<file path="src/rtl/ahb_gpio_irq_pkg.sv">
// rtl/ahb_gpio_irq_pkg.sv - shared offsets, HTRANS encodings and parity helper for the AHB GPIO slave
package ahb_gpio_pkg;

  localparam logic [7:0] DATA_OFS  = 8'h00;
  localparam logic [7:0] DIR_OFS   = 8'h04;
  localparam logic [7:0] IEN_OFS   = 8'h08;
  localparam logic [7:0] IPOL_OFS  = 8'h0C;
  localparam logic [7:0] ISTAT_OFS = 8'h10;

  typedef enum logic [1:0] {
    HTRANS_IDLE   = 2'b00,
    HTRANS_BUSY   = 2'b01,
    HTRANS_NONSEQ = 2'b10,
    HTRANS_SEQ    = 2'b11
  } htrans_e;

  // odd=1 yields the bit that makes the total count of ones odd
  function automatic logic parity(input logic [31:0] d, input logic odd);
    return odd ? ~^d : ^d;
  endfunction

endpackage

</file>
<file path="src/rtl/ahb_gpio_irq_if.sv">
// rtl/ahb_gpio_irq_if.sv - AHB-Lite slave bus bundle for the GPIO block
interface ahb_gpio_irq_if;
  logic        HSEL;
  logic [31:0] HADDR;
  logic [1:0]  HTRANS;
  logic        HWRITE;
  logic [31:0] HWDATA;
  logic        HREADY;
  logic        HREADYOUT;
  logic [31:0] HRDATA;

  modport master (
    output HSEL, HADDR, HTRANS, HWRITE, HWDATA, HREADY,
    input  HREADYOUT, HRDATA
  );

  modport slave (
    input  HSEL, HADDR, HTRANS, HWRITE, HWDATA, HREADY,
    output HREADYOUT, HRDATA
  );
endinterface

</file>
<file path="src/rtl/ahb_gpio_irq_sync_edge.sv">
// rtl/ahb_gpio_irq_sync_edge.sv - two-flop input synchroniser with polarity-selected edge detect
module gpio_sync_edge #(
  parameter int WIDTH = 16
) (
  input  logic             HCLK,
  input  logic             HRESETn,
  input  logic [WIDTH:0]   din,
  input  logic [WIDTH-1:0] ipol,
  output logic [WIDTH:0]   sync,
  output logic [WIDTH-1:0] edges
);

  logic [WIDTH:0]   sync1;
  logic [WIDTH:0]   sync2;
  logic [WIDTH-1:0] prev;

  // prev follows sync2 unconditionally so direction changes never fake an edge
  always_ff @(posedge HCLK or negedge HRESETn) begin
    if (!HRESETn) begin
      sync1 <= '0;
      sync2 <= '0;
      prev  <= '0;
    end else begin
      sync1 <= din;
      sync2 <= sync1;
      prev  <= sync2[WIDTH-1:0];
    end
  end

  assign sync  = sync2;
  assign edges = (ipol & sync2[WIDTH-1:0] & ~prev) |
                 (~ipol & ~sync2[WIDTH-1:0] & prev);

endmodule

</file>
<file path="src/rtl/ahb_gpio_irq.sv">
// rtl/ahb_gpio_irq.sv - AHB-Lite GPIO slave with direction control, parity and edge interrupts
module ahb_gpio_irq
  import ahb_gpio_pkg::*;
#(
  parameter int         GPIO_WIDTH = 16,
  parameter logic [7:0] DATA_ADDR  = DATA_OFS,
  parameter logic [7:0] DIR_ADDR   = DIR_OFS,
  parameter logic [7:0] IEN_ADDR   = IEN_OFS,
  parameter logic [7:0] IPOL_ADDR  = IPOL_OFS,
  parameter logic [7:0] ISTAT_ADDR = ISTAT_OFS
) (
  input  logic                  HCLK,
  input  logic                  HRESETn,
  ahb_gpio_irq_if.slave         ahb,
  input  logic                  PARITYSEL,
  input  logic [GPIO_WIDTH:0]   GPIOIN,
  output logic [GPIO_WIDTH:0]   GPIOOUT,
  output logic [GPIO_WIDTH-1:0] GPIOEN,
  output logic                  PARITYERR,
  output logic                  IRQ
);

  localparam int W = GPIO_WIDTH;

  logic         rd_q;
  logic         wr_q;
  logic [7:0]   addr_q;
  logic         active;
  logic         wr_en;
  logic         wr_data;
  logic         wr_dir;
  logic         wr_ien;
  logic         wr_ipol;
  logic         wr_istat;

  logic [W-1:0] dir;
  logic [W:0]   ien;
  logic [W-1:0] ipol;
  logic [W:0]   istat;
  logic [W-1:0] dout;

  logic [W:0]   sync;
  logic [W-1:0] edges;
  logic [W:0]   istat_set;
  logic [W:0]   istat_clr;
  logic [31:0]  rdata;
  logic         unused_bits;

  assign active = ahb.HSEL &&
                  (ahb.HTRANS == HTRANS_NONSEQ || ahb.HTRANS == HTRANS_SEQ);

  always_ff @(posedge HCLK or negedge HRESETn) begin
    if (!HRESETn) begin
      rd_q   <= 1'b0;
      wr_q   <= 1'b0;
      addr_q <= '0;
    end else if (ahb.HREADY) begin
      rd_q   <= active;
      wr_q   <= active && ahb.HWRITE;
      addr_q <= ahb.HADDR[7:0];
    end
  end

  assign wr_en    = wr_q && ahb.HREADY;
  assign wr_data  = wr_en && (addr_q == DATA_ADDR);
  assign wr_dir   = wr_en && (addr_q == DIR_ADDR);
  assign wr_ien   = wr_en && (addr_q == IEN_ADDR);
  assign wr_ipol  = wr_en && (addr_q == IPOL_ADDR);
  assign wr_istat = wr_en && (addr_q == ISTAT_ADDR);

  gpio_sync_edge #(.WIDTH(W)) u_sync_edge (
    .HCLK    (HCLK),
    .HRESETn (HRESETn),
    .din     (GPIOIN),
    .ipol    (ipol),
    .sync    (sync),
    .edges   (edges)
  );

  assign PARITYERR = sync[W] != parity(32'(sync[W-1:0]), PARITYSEL);

  // output pins never raise status, whatever their pad level does
  assign istat_set = {PARITYERR, edges & ~dir};
  assign istat_clr = wr_istat ? ahb.HWDATA[W:0] : '0;

  always_ff @(posedge HCLK or negedge HRESETn) begin
    if (!HRESETn) begin
      dir   <= '0;
      ien   <= '0;
      ipol  <= '0;
      istat <= '0;
      dout  <= '0;
    end else begin
      if (wr_dir)  dir  <= ahb.HWDATA[W-1:0];
      if (wr_ien)  ien  <= ahb.HWDATA[W:0];
      if (wr_ipol) ipol <= ahb.HWDATA[W-1:0];
      if (wr_data) dout <= (dout & ~dir) | (ahb.HWDATA[W-1:0] & dir);
      // set is OR-ed after the clear so a coincident edge is never lost
      istat <= (istat & ~istat_clr) | istat_set;
    end
  end

  always_comb begin
    rdata = '0;
    if (rd_q) begin
      case (addr_q)
        DATA_ADDR:  rdata[W:0]   = {sync[W], (dout & dir) | (sync[W-1:0] & ~dir)};
        DIR_ADDR:   rdata[W-1:0] = dir;
        IEN_ADDR:   rdata[W:0]   = ien;
        IPOL_ADDR:  rdata[W-1:0] = ipol;
        ISTAT_ADDR: rdata[W:0]   = istat;
        default:    rdata        = '0;
      endcase
    end
  end

  assign ahb.HRDATA    = rdata;
  assign ahb.HREADYOUT = 1'b1;
  assign GPIOOUT       = {parity(32'(dout), PARITYSEL), dout};
  assign GPIOEN        = dir;
  assign IRQ           = |(istat & ien);

  assign unused_bits = ^{ahb.HADDR[31:8], ahb.HWDATA};

endmodule

</file>
<file path="src/flat_wrapper.sv">
// flat-port wrapper written by rule: the top's interface ports become plain ports
module ahb_gpio_irq_flat import ahb_gpio_pkg::*;
#(
  parameter int         GPIO_WIDTH = 16,
  parameter logic [7:0] DATA_ADDR  = DATA_OFS,
  parameter logic [7:0] DIR_ADDR   = DIR_OFS,
  parameter logic [7:0] IEN_ADDR   = IEN_OFS,
  parameter logic [7:0] IPOL_ADDR  = IPOL_OFS,
  parameter logic [7:0] ISTAT_ADDR = ISTAT_OFS
)
  (HCLK, HRESETn, PARITYSEL, GPIOIN, GPIOOUT, GPIOEN, PARITYERR, IRQ, ahb_HSEL, ahb_HADDR, ahb_HTRANS, ahb_HWRITE, ahb_HWDATA, ahb_HREADY, ahb_HREADYOUT, ahb_HRDATA);
  ahb_gpio_irq_if ahb_i ();
  input  logic HCLK;
  input  logic HRESETn;
  input  logic PARITYSEL;
  input  logic [GPIO_WIDTH:0] GPIOIN;
  output logic [GPIO_WIDTH:0] GPIOOUT;
  output logic [GPIO_WIDTH-1:0] GPIOEN;
  output logic PARITYERR;
  output logic IRQ;
  input wire logic [$bits(ahb_i.HSEL)-1:0] ahb_HSEL;
  input wire logic [$bits(ahb_i.HADDR)-1:0] ahb_HADDR;
  input wire logic [$bits(ahb_i.HTRANS)-1:0] ahb_HTRANS;
  input wire logic [$bits(ahb_i.HWRITE)-1:0] ahb_HWRITE;
  input wire logic [$bits(ahb_i.HWDATA)-1:0] ahb_HWDATA;
  input wire logic [$bits(ahb_i.HREADY)-1:0] ahb_HREADY;
  output wire logic [$bits(ahb_i.HREADYOUT)-1:0] ahb_HREADYOUT;
  output wire logic [$bits(ahb_i.HRDATA)-1:0] ahb_HRDATA;
  assign ahb_i.HSEL = ahb_HSEL;
  assign ahb_i.HADDR = ahb_HADDR;
  assign ahb_i.HTRANS = ahb_HTRANS;
  assign ahb_i.HWRITE = ahb_HWRITE;
  assign ahb_i.HWDATA = ahb_HWDATA;
  assign ahb_i.HREADY = ahb_HREADY;
  assign ahb_HREADYOUT = ahb_i.HREADYOUT;
  assign ahb_HRDATA = ahb_i.HRDATA;
  ahb_gpio_irq #(.GPIO_WIDTH(GPIO_WIDTH), .DATA_ADDR(DATA_ADDR), .DIR_ADDR(DIR_ADDR), .IEN_ADDR(IEN_ADDR), .IPOL_ADDR(IPOL_ADDR), .ISTAT_ADDR(ISTAT_ADDR)) u_core (.HCLK(HCLK), .HRESETn(HRESETn), .ahb(ahb_i), .PARITYSEL(PARITYSEL), .GPIOIN(GPIOIN), .GPIOOUT(GPIOOUT), .GPIOEN(GPIOEN), .PARITYERR(PARITYERR), .IRQ(IRQ));
endmodule
</file>
<file path="config.mk">
export PLATFORM = sky130hd
export DESIGN_NAME = ahb_gpio_irq_flat
export DESIGN_NICKNAME = d
export VERILOG_FILES = /design/src/rtl/ahb_gpio_irq_pkg.sv /design/src/rtl/ahb_gpio_irq_if.sv /design/src/rtl/ahb_gpio_irq_sync_edge.sv /design/src/rtl/ahb_gpio_irq.sv /design/src/flat_wrapper.sv
export SDC_FILE = /design/constraint.sdc
export NUM_CORES = 1
export LEC_CHECK = 0
export ABC_AREA = 1
export BUFFER_PORTS_ARGS = -buffer_cell sky130_fd_sc_hd__buf_2
export CAP_MARGIN = 20
export CORE_AREA = 2 2 126 141
export DETAILED_ROUTE_END_ITERATION = 10
export DIE_AREA = 0 0 128 143
export GPL_TIMING_DRIVEN = 0
export HOLD_SLACK_MARGIN = 0.15
export SYNTH_ARGS = -nofsm -noshare
export SYNTH_HDL_FRONTEND = slang
export SYNTH_SLANG_ARGS = --single-unit
</file>
<file path="constraint.sdc">
create_clock -name HCLK -period 3.2 [get_ports HCLK]
set_clock_uncertainty 0.1 [all_clocks]
set_input_delay 0.32 -clock HCLK [delete_from_list [all_inputs] [get_ports HCLK]]
set_output_delay 0.32 -clock HCLK [all_outputs]
set_load 0.01 [all_outputs]
</file>
==> results.py, run 1 <==
metrics = {
    "placed_design": {
        "place.port_buffers": 99,
        "dp_hpwl_um": 12600,
        "dp_slack_ns": 0.761,
        "place_congestion": 0.814,
    },
    "routing": {
        "first_pass_iters": 5,
        "drt-initial-drc-count": 456,
        "wirelength_um": 18900,
        "final_antenna_net_count": 0,
        "drc_errors": 0,
        "wl_per_cell_um": 15.7,
        "routed_via_density": 4.94,
        "routed-via-count": 5952,
    },
    "setup_path": {
        "crit_arrival_ns": 2.46,
        "timing.rr.end": "u_core.ipol[8]",
        "end_kind": "output port",
        "crit_required_ns": 2.78,
        "r2r_slack_ns": 1.07,
        "worstSetupStartpointType": "flop",
        "reg2reg_from": "u_core.addr_q[0]",
        "critPathMaxFanout": 10,
        "crit_type": "reg2out",
        "reg2reg_depth": 7,
    },
    "pwr": {
        "vdd_ir_drop_max_v": 0.000370,
        "pwr-share-clk_pct": 48.7,
        "leakagePower_uw": 0.00420,
        "p_sw_uw": 1030,
        "seqPwrFrac_pct": 42.6,
        "swShare_pct": 23.0,
        "power_frac_comb_pct": 8.7,
        "power.density_nw_per_um2": 517,
        "internal_power_uw": 3430,
        "power_uw": 4450,
    },
    "run_status": {
        "status": "finished clean",
    },
    "sta": {
        "finalCritPeriodShare_pct": 89.9,
        "max_clock_freq_mhz": 348,
        "hold_ws_ns": 0.167,
        "final.setup.tns_ns": 0,
        "drv_slew": 0,
        "slew_headroom_pct": 42.9,
        "hold_viol": 0,
        "setup_viol": 0,
        "fin_ws_ns": 0.322,
        "rsz0062_at_grt": "no",
        "period_minus_slack_ns": 2.88,
        "tightestPinTransition_ns": 0.857,
    },
    "logic_synthesis": {
        "synth_xor_area_share_pct": 2.77,
        "synth-seq-cells": 142,
        "synthSimpleGateAreaFrac_pct": 21.2,
        "synth_mux_area_share_pct": 0.340,
        "syn_avg_cell_area_sq_um": 8.28,
        "yosysWarnings": 0,
        "synth_area_sq_um": 6630,
        "ys_seq_area_share_pct": 53.6,
        "synthAdderAreaFrac_pct": 0,
        "synth-compound-area-share_pct": 14.4,
        "synthTopCellsByArea": "dfrtp_1 (54%), nand2_1 (14%), o21ai_0 (6.2%)",
        "netlist.area_leader.share_pct": 53.6,
        "ys_types": 26,
        "syn_inst": 801,
        "yosysTopAreaCell": "dfrtp_1",
        "synth_top_family_by_area": "simple AND/OR/NAND/NOR gates",
    },
    "layout": {
        "final_cell_mix": "nand2_1 (250), dfrtp_1 (142), buf_2 (111), o21ai_0 (82), o21ai_1 (72)",
        "drive_above_1_share_pct": 17.9,
        "area_growth_pct": 30.0,
        "register_area_sq_um": 3550,
        "layout.cells.most_common": "nand2_1",
        "multi_input_area_sq_um": 2630,
        "n_fill_cell": 1623,
        "layout.nets": 1073,
        "antennaDiodeCount": 0,
    },
    "clock_tree": {
        "cts.sinks": 142,
        "cts_inserted_buffers": 17,
        "cts_tree": "built",
        "clk-insertion-delay-late_ns": 0.43,
        "cts.clk_slew.worst_paths_ns": 0.06,
        "cts_resized": 0,
        "cts_buffer_depth": 2,
        "root_buffer": "clkbuf_16",
        "htreeDepth": 4,
    },
    "die": {
        "die_h_um": 143,
        "num_rows": 50,
        "io_pins": 157,
        "die_w_um": 128,
        "initial_utilization_pct": 39.6,
        "die-area_sq_um": 18300,
        "core_area_sq_um": 16800,
    },
    "grt": {
        "grt_pass1_vias": 5665,
        "globalRouteTotalUtil_pct": 21.6,
        "grt_overflow": 0,
        "grt_max_degree": 82,
        "antenna_found_initial": 0,
        "grt_pass1_wl_um": 30000,
    },
    "hold_path": {
        "worst_hold_startpoint": "ahb_HWDATA[11]",
        "holdPathStages": 3,
        "min_to": "u_core.GPIOEN[11]",
        "hold_class": "in2reg",
    },
    "run": {
        "cap_violations": 0,
    },
}
-- layer usage --
| layer | track usage [%] | share of wire (%) |
|---|---|---|
| met4 | 10.2 | 3.3 |
| met2 | 32.2 | 46 |
| met1 | 29.4 | 44 |
| met3 | 5.96 | 7.1 |
| met5 | 0 | 0 |
-- synth_stat cells, drive strengths merged --
master  number
xnor2       12
a21oi       32
conb         2
buf         31
a221oi       2
o21ai      154
inv         73
dfrtp      142
xor2         9
nand3       50
nand2      253
nor2        22
o22ai        1
clkbuf       7
nor4         2
nand4        3
nor3         4
mux2         2
-- how the worst max path moves through the flow --
| stage | startpoint | endpoint | slack, ns |
|---|---|---|---|
| floorplan | u_core.addr_q[2] | ahb_HRDATA[10] | 1.33 |
| global placement | HRESETn | asynchronous set/reset pin | -0.42 |
| detailed placement | u_core.addr_q[7] | ahb_HRDATA[11] | 0.76 |
| CTS | u_core.addr_q[7] | ahb_HRDATA[11] | 0.29 |
| global route | u_core.addr_q[7] | ahb_HRDATA[11] | 0.1 |
| finish | u_core.addr_q[7] | ahb_HRDATA[11] | 0.32 |
-- critical path: stages (launching register included) --
cell and delay, ns:
dfrtp_1 0.38, nor2_2 0.16, nand3_2 0.20, nor3_4 0.43, buf_2 0.39, nand2_1 0.09, a21oi_1 0.21, buf_2 0.17
-- layout make-up --
| cell class | instances | area share, % |
|---|---|---|
| Clock inverter | 11 | 2.18 |
| Timing Repair Buffer | 150 | 11.9 |
| Inverter | 73 | 3.18 |
| Buffer | 38 | 2.63 |
| Sequential cell | 142 | 41.2 |
| Multi-Input combinational cell | 562 | 30.5 |
| Tap cell | 208 | 3.02 |
| Clock buffer | 21 | 5.34 |
-- stage by stage --
stage	util, %	instance area, sq um	instances
2_1_floorplan	-	6680	815
3_3_place_gp	44.4	7440	1122
3_5_place_dp	44.6	7470	1123
4_1_cts	51.4	8620	1205
5_1_grt	51.4	8620	1205
6_report	51.4	8620	1205
-- cells by family (layout without fill, tap and decap cells) --
family          count (synthesis)  in the layout
other cells                     2             16
simple gates                  334            334
compound gates                189            189
mux                             2              2
buf+inv                       111            293
xor+xnor                       21             21
flops                         142            142
-- power groups by stage --
stage / Sequential (uW) / Combinational (uW) / Clock (uW)
floorplan: 1920 / 193 / 0
global placement: 1930 / 327 / 0
detailed placement: 1930 / 336 / 0
CTS: 1900 / 387 / 2210
global route: 1910 / 434 / 2300
finish: 1900 / 386 / 2170
-- repair_timing --
action	CTS	global route
hold endpoints to repair	140	0
setup buffers	0	0
hold buffers	50	0
Power figures use the tool's default switching activity.
==> run 2, diff against run 1 <==
Settings changed: CORE_AREA 2 2 126 141 to 2 2 121 134, DIE_AREA 0 0 128 143 to 0 0 123 136, PLACE_DENSITY set to 0.66.
==> run 2 against run 1 <==
Compared with the run above: die area is 8.6% lower; via count rose by 0.18%; hold slack improved by 0.0046 ns; sequential cell count is the same; non-clock buffer count is 1 higher; cell area grew 0.29%; combinational power barely moved; cell count fell by 0.66%; critical path depth stayed put; register-to-register slack better by 0.06 ns; setup slack gained 0.016 ns; largest cell class unchanged.
==> results.py, run 2 (same netlist as run 1, synthesis figures left out) <==
metrics = {
    "setup_path": {
        "reg2reg_depth": 7,
        "crit_required_ns": 2.78,
        "cpMostUsedCell": "buf_2",
        "end_kind": "output port",
        "timing.rr.end": "u_core.ipol[9]",
        "worstSetupStartpointType": "flop",
        "r2r_slack_ns": 1.13,
        "cp_cell_sequence": "nor2_2 > nand3_2 > nor3_4 > buf_2 > nand2_1 > a21oi_1 > buf_2",
        "crit_arrival_ns": 2.44,
        "critPathMaxFanout": 10,
        "crit_slowest_cell": "nor3_4",
        "reg2reg_from": "u_core.addr_q[0]",
        "crit_type": "reg2out",
        "cp_slowest_stage_delay_ns": 0.45,
    },
    "sta": {
        "setup_viol": 0,
        "hold_ws_ns": 0.172,
        "hold_viol": 0,
        "period_minus_slack_ns": 2.86,
        "drv_slew": 0,
        "rsz0062_at_grt": "no",
        "finalCritPeriodShare_pct": 89.4,
        "max_clock_freq_mhz": 349,
        "tightestPinTransition_ns": 0.806,
        "slew_headroom_pct": 46.2,
    },
    "grt": {
        "globalRouteTotalUtil_pct": 22.9,
        "grt_overflow": 0,
        "grt_max_degree": 82,
        "grt_pass1_wl_um": 29100,
        "grt_most_used_layer": "met2",
        "grt_use_met3_pct": 4.45,
        "antenna_found_initial": 0,
        "grt_pass1_vias": 5717,
        "grt_util_met1_pct": 30.7,
        "grt.met2_usage_pct": 36.3,
    },
    "pwr": {
        "power_uw": 4510,
        "leakagePower_uw": 0.00422,
        "power.density_nw_per_um2": 522,
        "vdd_ir_drop_max_v": 0.000387,
    },
    "clock_tree": {
        "root_buffer": "clkbuf_16",
        "htreeDepth": 4,
        "cts.sinks": 142,
        "hold_buffers": 51,
        "cts_inserted_buffers": 17,
        "cts_setup_buffers": 0,
        "clk-insertion-delay-late_ns": 0.42,
        "cts_resized": 0,
        "cts_tree": "built",
        "cts.clk_slew.worst_paths_ns": 0.06,
        "cts_buffer_depth": 2,
    },
    "layout": {
        "drive_above_1_share_pct": 18.0,
        "antennaDiodeCount": 0,
        "layout.nets": 1074,
        "area_growth_pct": 30.4,
        "layout.cells.most_common": "nand2_1",
        "n_fill_cell": 1409,
        "final_cell_mix": "nand2_1 (250), dfrtp_1 (142), buf_2 (111), o21ai_0 (82), o21ai_1 (72)",
    },
    "die": {
        "initial_utilization_pct": 42.8,
        "num_rows": 48,
        "core_area_sq_um": 15500,
        "die_h_um": 136,
        "io_pins": 157,
        "die-area_sq_um": 16700,
        "die_w_um": 123,
    },
    "hold_path": {
        "min_to": "u_core.addr_q[6]",
        "hold_class": "in2reg",
        "holdPathStages": 2,
        "worst_hold_startpoint": "ahb_HREADY",
    },
    "routing": {
        "wirelength_um": 18200,
        "drc_errors": 0,
        "routed-via-count": 5963,
        "wl_per_cell_um": 15.2,
        "drt-initial-drc-count": 480,
        "routed_via_density": 4.98,
        "final_antenna_net_count": 0,
        "first_pass_iters": 5,
    },
    "placed_design": {
        "dp_hpwl_um": 12300,
        "place_congestion": 0.836,
        "place.port_buffers": 99,
    },
    "run": {
        "cap_violations": 0,
    },
    "run_status": {
        "status": "finished clean",
    },
}
## run 2: stage by stage
stage	cell area [sq um]	util (%)	TNS (ns)	worst slack, ns	instances
after global routing	8650	55.8	0	0.220	1197
final	8650	55.8	0	0.338	1197
after floorplan	6680	-	0	1.33	815
after global placement	7430	47.9	-51.77	-0.375	1114
after detailed placement	7460	48.2	0	0.761	1115
after CTS	8650	55.8	0	0.300	1197
## run 2: worst max-delay path by stage
stage	slack [ns]	end	from	depth (start not counted)
2_1_floorplan	1.33	ahb_HRDATA[10]	u_core.addr_q[2]	10
3_3_place_gp	-0.37	u_core.u_sync_edge.sync1[1]	HRESETn	1
3_5_place_dp	0.76	ahb_HRDATA[15]	u_core.addr_q[7]	7
4_1_cts	0.30	ahb_HRDATA[15]	u_core.addr_q[7]	7
5_1_grt	0.22	ahb_HRDATA[6]	u_core.addr_q[7]	7
6_report	0.34	ahb_HRDATA[15]	u_core.addr_q[7]	7
## run 2: cell type report
cell class	instances	area, sq um	share of cell area (%)
well taps	200	250	2.89
inverters	73	274	3.17
clock inverters	9	179	2.07
multi-input cells	562	2630	30.4
repair buffers	151	1040	12.0
clock buffers	22	494	5.72
flip-flops and latches	142	3550	41.1
plain buffers	38	226	2.62
## run 2: per-layer routing
metal / up-vias / routed length (um) / share of wire, %
li1: 2942 / - / -
met4: 0 / 527 / 2.9
met1: 2787 / 8030 / 44
met5: - / 0 / 0
met3: 39 / 1100 / 6.0
met2: 195 / 8590 / 47
## run 2: power by group
part           internal (uW)  switching (uW)  leakage (uW)
logic                    156             229       0.00213
clock network           1480             745      0.000325
registers               1850            44.8       0.00176
## run 2: worst max-delay path, delay by kind of cell (launching register included)
family          cells  cell delay [ns]
simple gates        4             0.88
buf+inv             2             0.54
flops               1             0.38
compound gates      1             0.22
==> run 3, diff against run 2 <==
Settings changed: CORE_AREA 2 2 121 134 to 2 2 123 137, DIE_AREA 0 0 123 136 to 0 0 125 139, SYNTH_HIERARCHICAL set to 1.
==> run 3 against run 2 <==
Compared with the run above: global-route usage up 0.20 points; synthesized area up 4.1%; setup slack better by 0.018 ns; hold slack better by 0.028 ns; fmax up 0.64%; synthesized cell count up 3.7%; count of clock-buffer cells in the layout down 3; utilization down 0.70 points; first-iteration DRC count down 5.8%; combinational power up 2%; register-to-register slack better by 0.02 ns; critical path type unchanged; highest routed layer unchanged.
==> results.py, run 3 <==
metrics = {
    "logic_synthesis": {
        "synth-seq-cells": 142,
        "netlist.area_leader.share_pct": 51.5,
        "yosys-top-cells-count": "nand2_1 (281), dfrtp_1 (142), inv_1 (73), nand3_1 (56), nor2_1 (53)",
        "yosysWarnings": 6,
        "ys_types": 37,
        "ys_seq_area_share_pct": 51.5,
        "syn_inst": 831,
        "async_reset_ff_share_pct": 100,
        "synth_area_sq_um": 6900,
        "yosysTopAreaCell": "dfrtp_1",
        "synth_edf_count": 0,
        "syn_avg_cell_area_sq_um": 8.31,
        "synth_ff_type": "dfrtp_1",
        "yosys.cell_count.top_type": "nand2_1",
        "synthTopCellsByArea": "dfrtp_1 (51%), nand2_1 (15%), nand3_1 (4.1%)",
    },
    "placed_design": {
        "place.port_buffers": 99,
        "dp_slack_ns": 0.819,
        "place_congestion": 0.850,
        "dp_hpwl_um": 13100,
        "post_dp_cell_area_sq_um": 7740,
    },
    "pwr": {
        "vdd_ir_drop_max_v": 0.000400,
        "pwr-share-clk_pct": 46.9,
        "internal_power_uw": 3310,
        "p_sw_uw": 1030,
        "swShare_pct": 23.7,
        "power.density_nw_per_um2": 490,
        "seqPwrFrac_pct": 44.0,
        "power_frac_comb_pct": 9.1,
        "leakagePower_uw": 0.00444,
    },
    "sta": {
        "period_minus_slack_ns": 2.84,
        "max_clock_freq_mhz": 352,
        "hold_viol": 0,
        "fin_ws_ns": 0.356,
        "hold_ws_ns": 0.200,
        "final.setup.tns_ns": 0,
        "slew_headroom_pct": 38.5,
        "drv_slew": 0,
        "tightestPinTransition_ns": 0.923,
        "rsz0062_at_grt": "no",
        "setup_viol": 0,
        "finalCritPeriodShare_pct": 88.9,
    },
    "setup_path": {
        "worstSetupStartpointType": "flop",
        "path_buf_inv": 3,
        "reg2reg_depth": 6,
        "cpMostUsedCell": "nor2_1",
        "path_delay_family": "buffers and inverters",
        "crit_arrival_ns": 2.42,
        "crit_slowest_cell": "clkbuf_1",
        "r2r_slack_ns": 1.15,
        "cp_cell_sequence": "nor2_2 > nand3_2 > inv_2 > clkbuf_1 > nand3_1 > nand4_1 > nor2_1 > nor2_1 > buf_2",
        "cp_slowest_stage_delay_ns": 0.58,
        "end_kind": "output port",
        "reg2reg_from": "u_core/addr_q[2]",
        "crit_type": "reg2out",
        "timing.rr.end": "u_core/GPIOEN[9]",
        "crit_required_ns": 2.78,
        "critPathMaxFanout": 10,
    },
    "grt": {
        "grt_use_met3_pct": 4.51,
        "grt.met2_usage_pct": 38.6,
        "grt_most_used_layer": "met2",
        "grt_max_degree": 88,
        "grt_pass1_vias": 5822,
        "antenna_found_initial": 0,
        "grt_overflow": 0,
        "grt_pass1_wl_um": 30900,
        "globalRouteTotalUtil_pct": 23.1,
        "grt_util_met1_pct": 30.1,
    },
    "die": {
        "core_area_sq_um": 16100,
        "initial_utilization_pct": 43.0,
        "die-area_sq_um": 17400,
        "io_pins": 157,
        "num_rows": 49,
        "die_w_um": 125,
        "die_h_um": 139,
    },
    "hold_path": {
        "min_to": "u_core/addr_q[7]",
        "holdPathStages": 2,
        "hold_class": "in2reg",
        "worst_hold_startpoint": "ahb_HREADY",
    },
    "routing": {
        "drt-initial-drc-count": 452,
        "wl_per_cell_um": 15.8,
        "drc_errors": 0,
        "final_antenna_net_count": 0,
        "wirelength_um": 19500,
        "routed-via-count": 6171,
        "first_pass_iters": 7,
        "routed_via_density": 5.01,
    },
    "layout": {
        "antennaDiodeCount": 0,
        "n_fill_cell": 1462,
        "area_growth_pct": 28.3,
        "layout.nets": 1104,
        "layout.cells.most_common": "nand2_1",
        "design_area_sq_um": 8850,
        "drive_above_1_share_pct": 20.4,
        "final_cell_mix": "nand2_1 (281), dfrtp_1 (142), buf_2 (104), inv_1 (73), nand3_1 (56)",
    },
    "clock_tree": {
        "cts.clk_slew.worst_paths_ns": 0.05,
        "cts_setup_buffers": 0,
        "root_buffer": "clkbuf_16",
        "cts_resized": 0,
        "hold_buffers": 51,
        "cts_inserted_buffers": 17,
        "cts_buffer_depth": 2,
        "clk-insertion-delay-late_ns": 0.43,
        "htreeDepth": 4,
        "cts_tree": "built",
        "cts.sinks": 142,
    },
    "run_status": {
        "status": "finished clean",
    },
    "run": {
        "cap_violations": 0,
    },
}
run 3: changes by cell type after synthesis, moves of 8 or more:
cell	delta
o21ai_0	-42
nor2_1	+32
nand2_1	+31
a21oi_1	-29
o21ai_1	-20
o21ai_2	+9
mux2_2	+8
nand2_2	+8
run 3: area by class of cell:
class	instances	area (sq um)	share of cell area [%]
plain buffers	36	279	3.15
clock buffers	19	433	4.89
well taps	204	255	2.88
clock inverters	12	170	1.92
multi-input cells	587	2820	31.8
flip-flops and latches	142	3550	40.1
repair buffers	151	1040	11.7
inverters	80	303	3.42
run 3: kinds of logic after synthesis:
logic type / after synthesis / share of synthesized area, %
other: 2 / 0.109
buffers and inverters: 116 / 8.43
and+or+nand+nor: 426 / 26.5
DFF: 142 / 51.5
AOI/OAI and AO/OA: 112 / 8.92
muxes: 10 / 1.63
xor gates and xnor gates: 23 / 2.92
run 3: metal layers:
metal | vias up | part of all wire (%)
met4 | 0 | 2.3
met2 | 215 | 48
met3 | 32 | 6.9
li1 | 2989 | -
met5 | - | 0
met1 | 2935 | 42
run 3: how the worst max path moves through the flow:
stage	to	cells after the start	startpoint	slack, ns
after floorplan	ahb_HRDATA[14]	9	u_core/addr_q[3]	1.40
after global placement	u_core/u_sync_edge/sync1[7]	1	HRESETn	-0.36
after detailed placement	ahb_HRDATA[7]	8	u_core/addr_q[3]	0.82
after CTS	ahb_HRDATA[7]	8	u_core/addr_q[3]	0.37
after global routing	ahb_HRDATA[2]	9	u_core/addr_q[7]	0.22
final	ahb_HRDATA[5]	9	u_core/addr_q[7]	0.36
run 3: metrics by stage:
step | utilization [%] | instances | total power [uW]
after floorplan | - | 845 | 2130
after global placement | 48.0 | 1148 | 2270
after detailed placement | 48.2 | 1149 | 2280
after CTS | 55.1 | 1231 | 4370
after global routing | 55.1 | 1231 | 4510
final | 55.1 | 1231 | 4340
run 3: power groups by stage:
stage               clock network (uW)  registers (uW)  logic (uW)
CTS                               2070            1910         393
detailed placement                   0            1940         341
finish                            2030            1910         393
global route                      2150            1920         440
floorplan                            0            1930         202
global placement                     0            1940         331
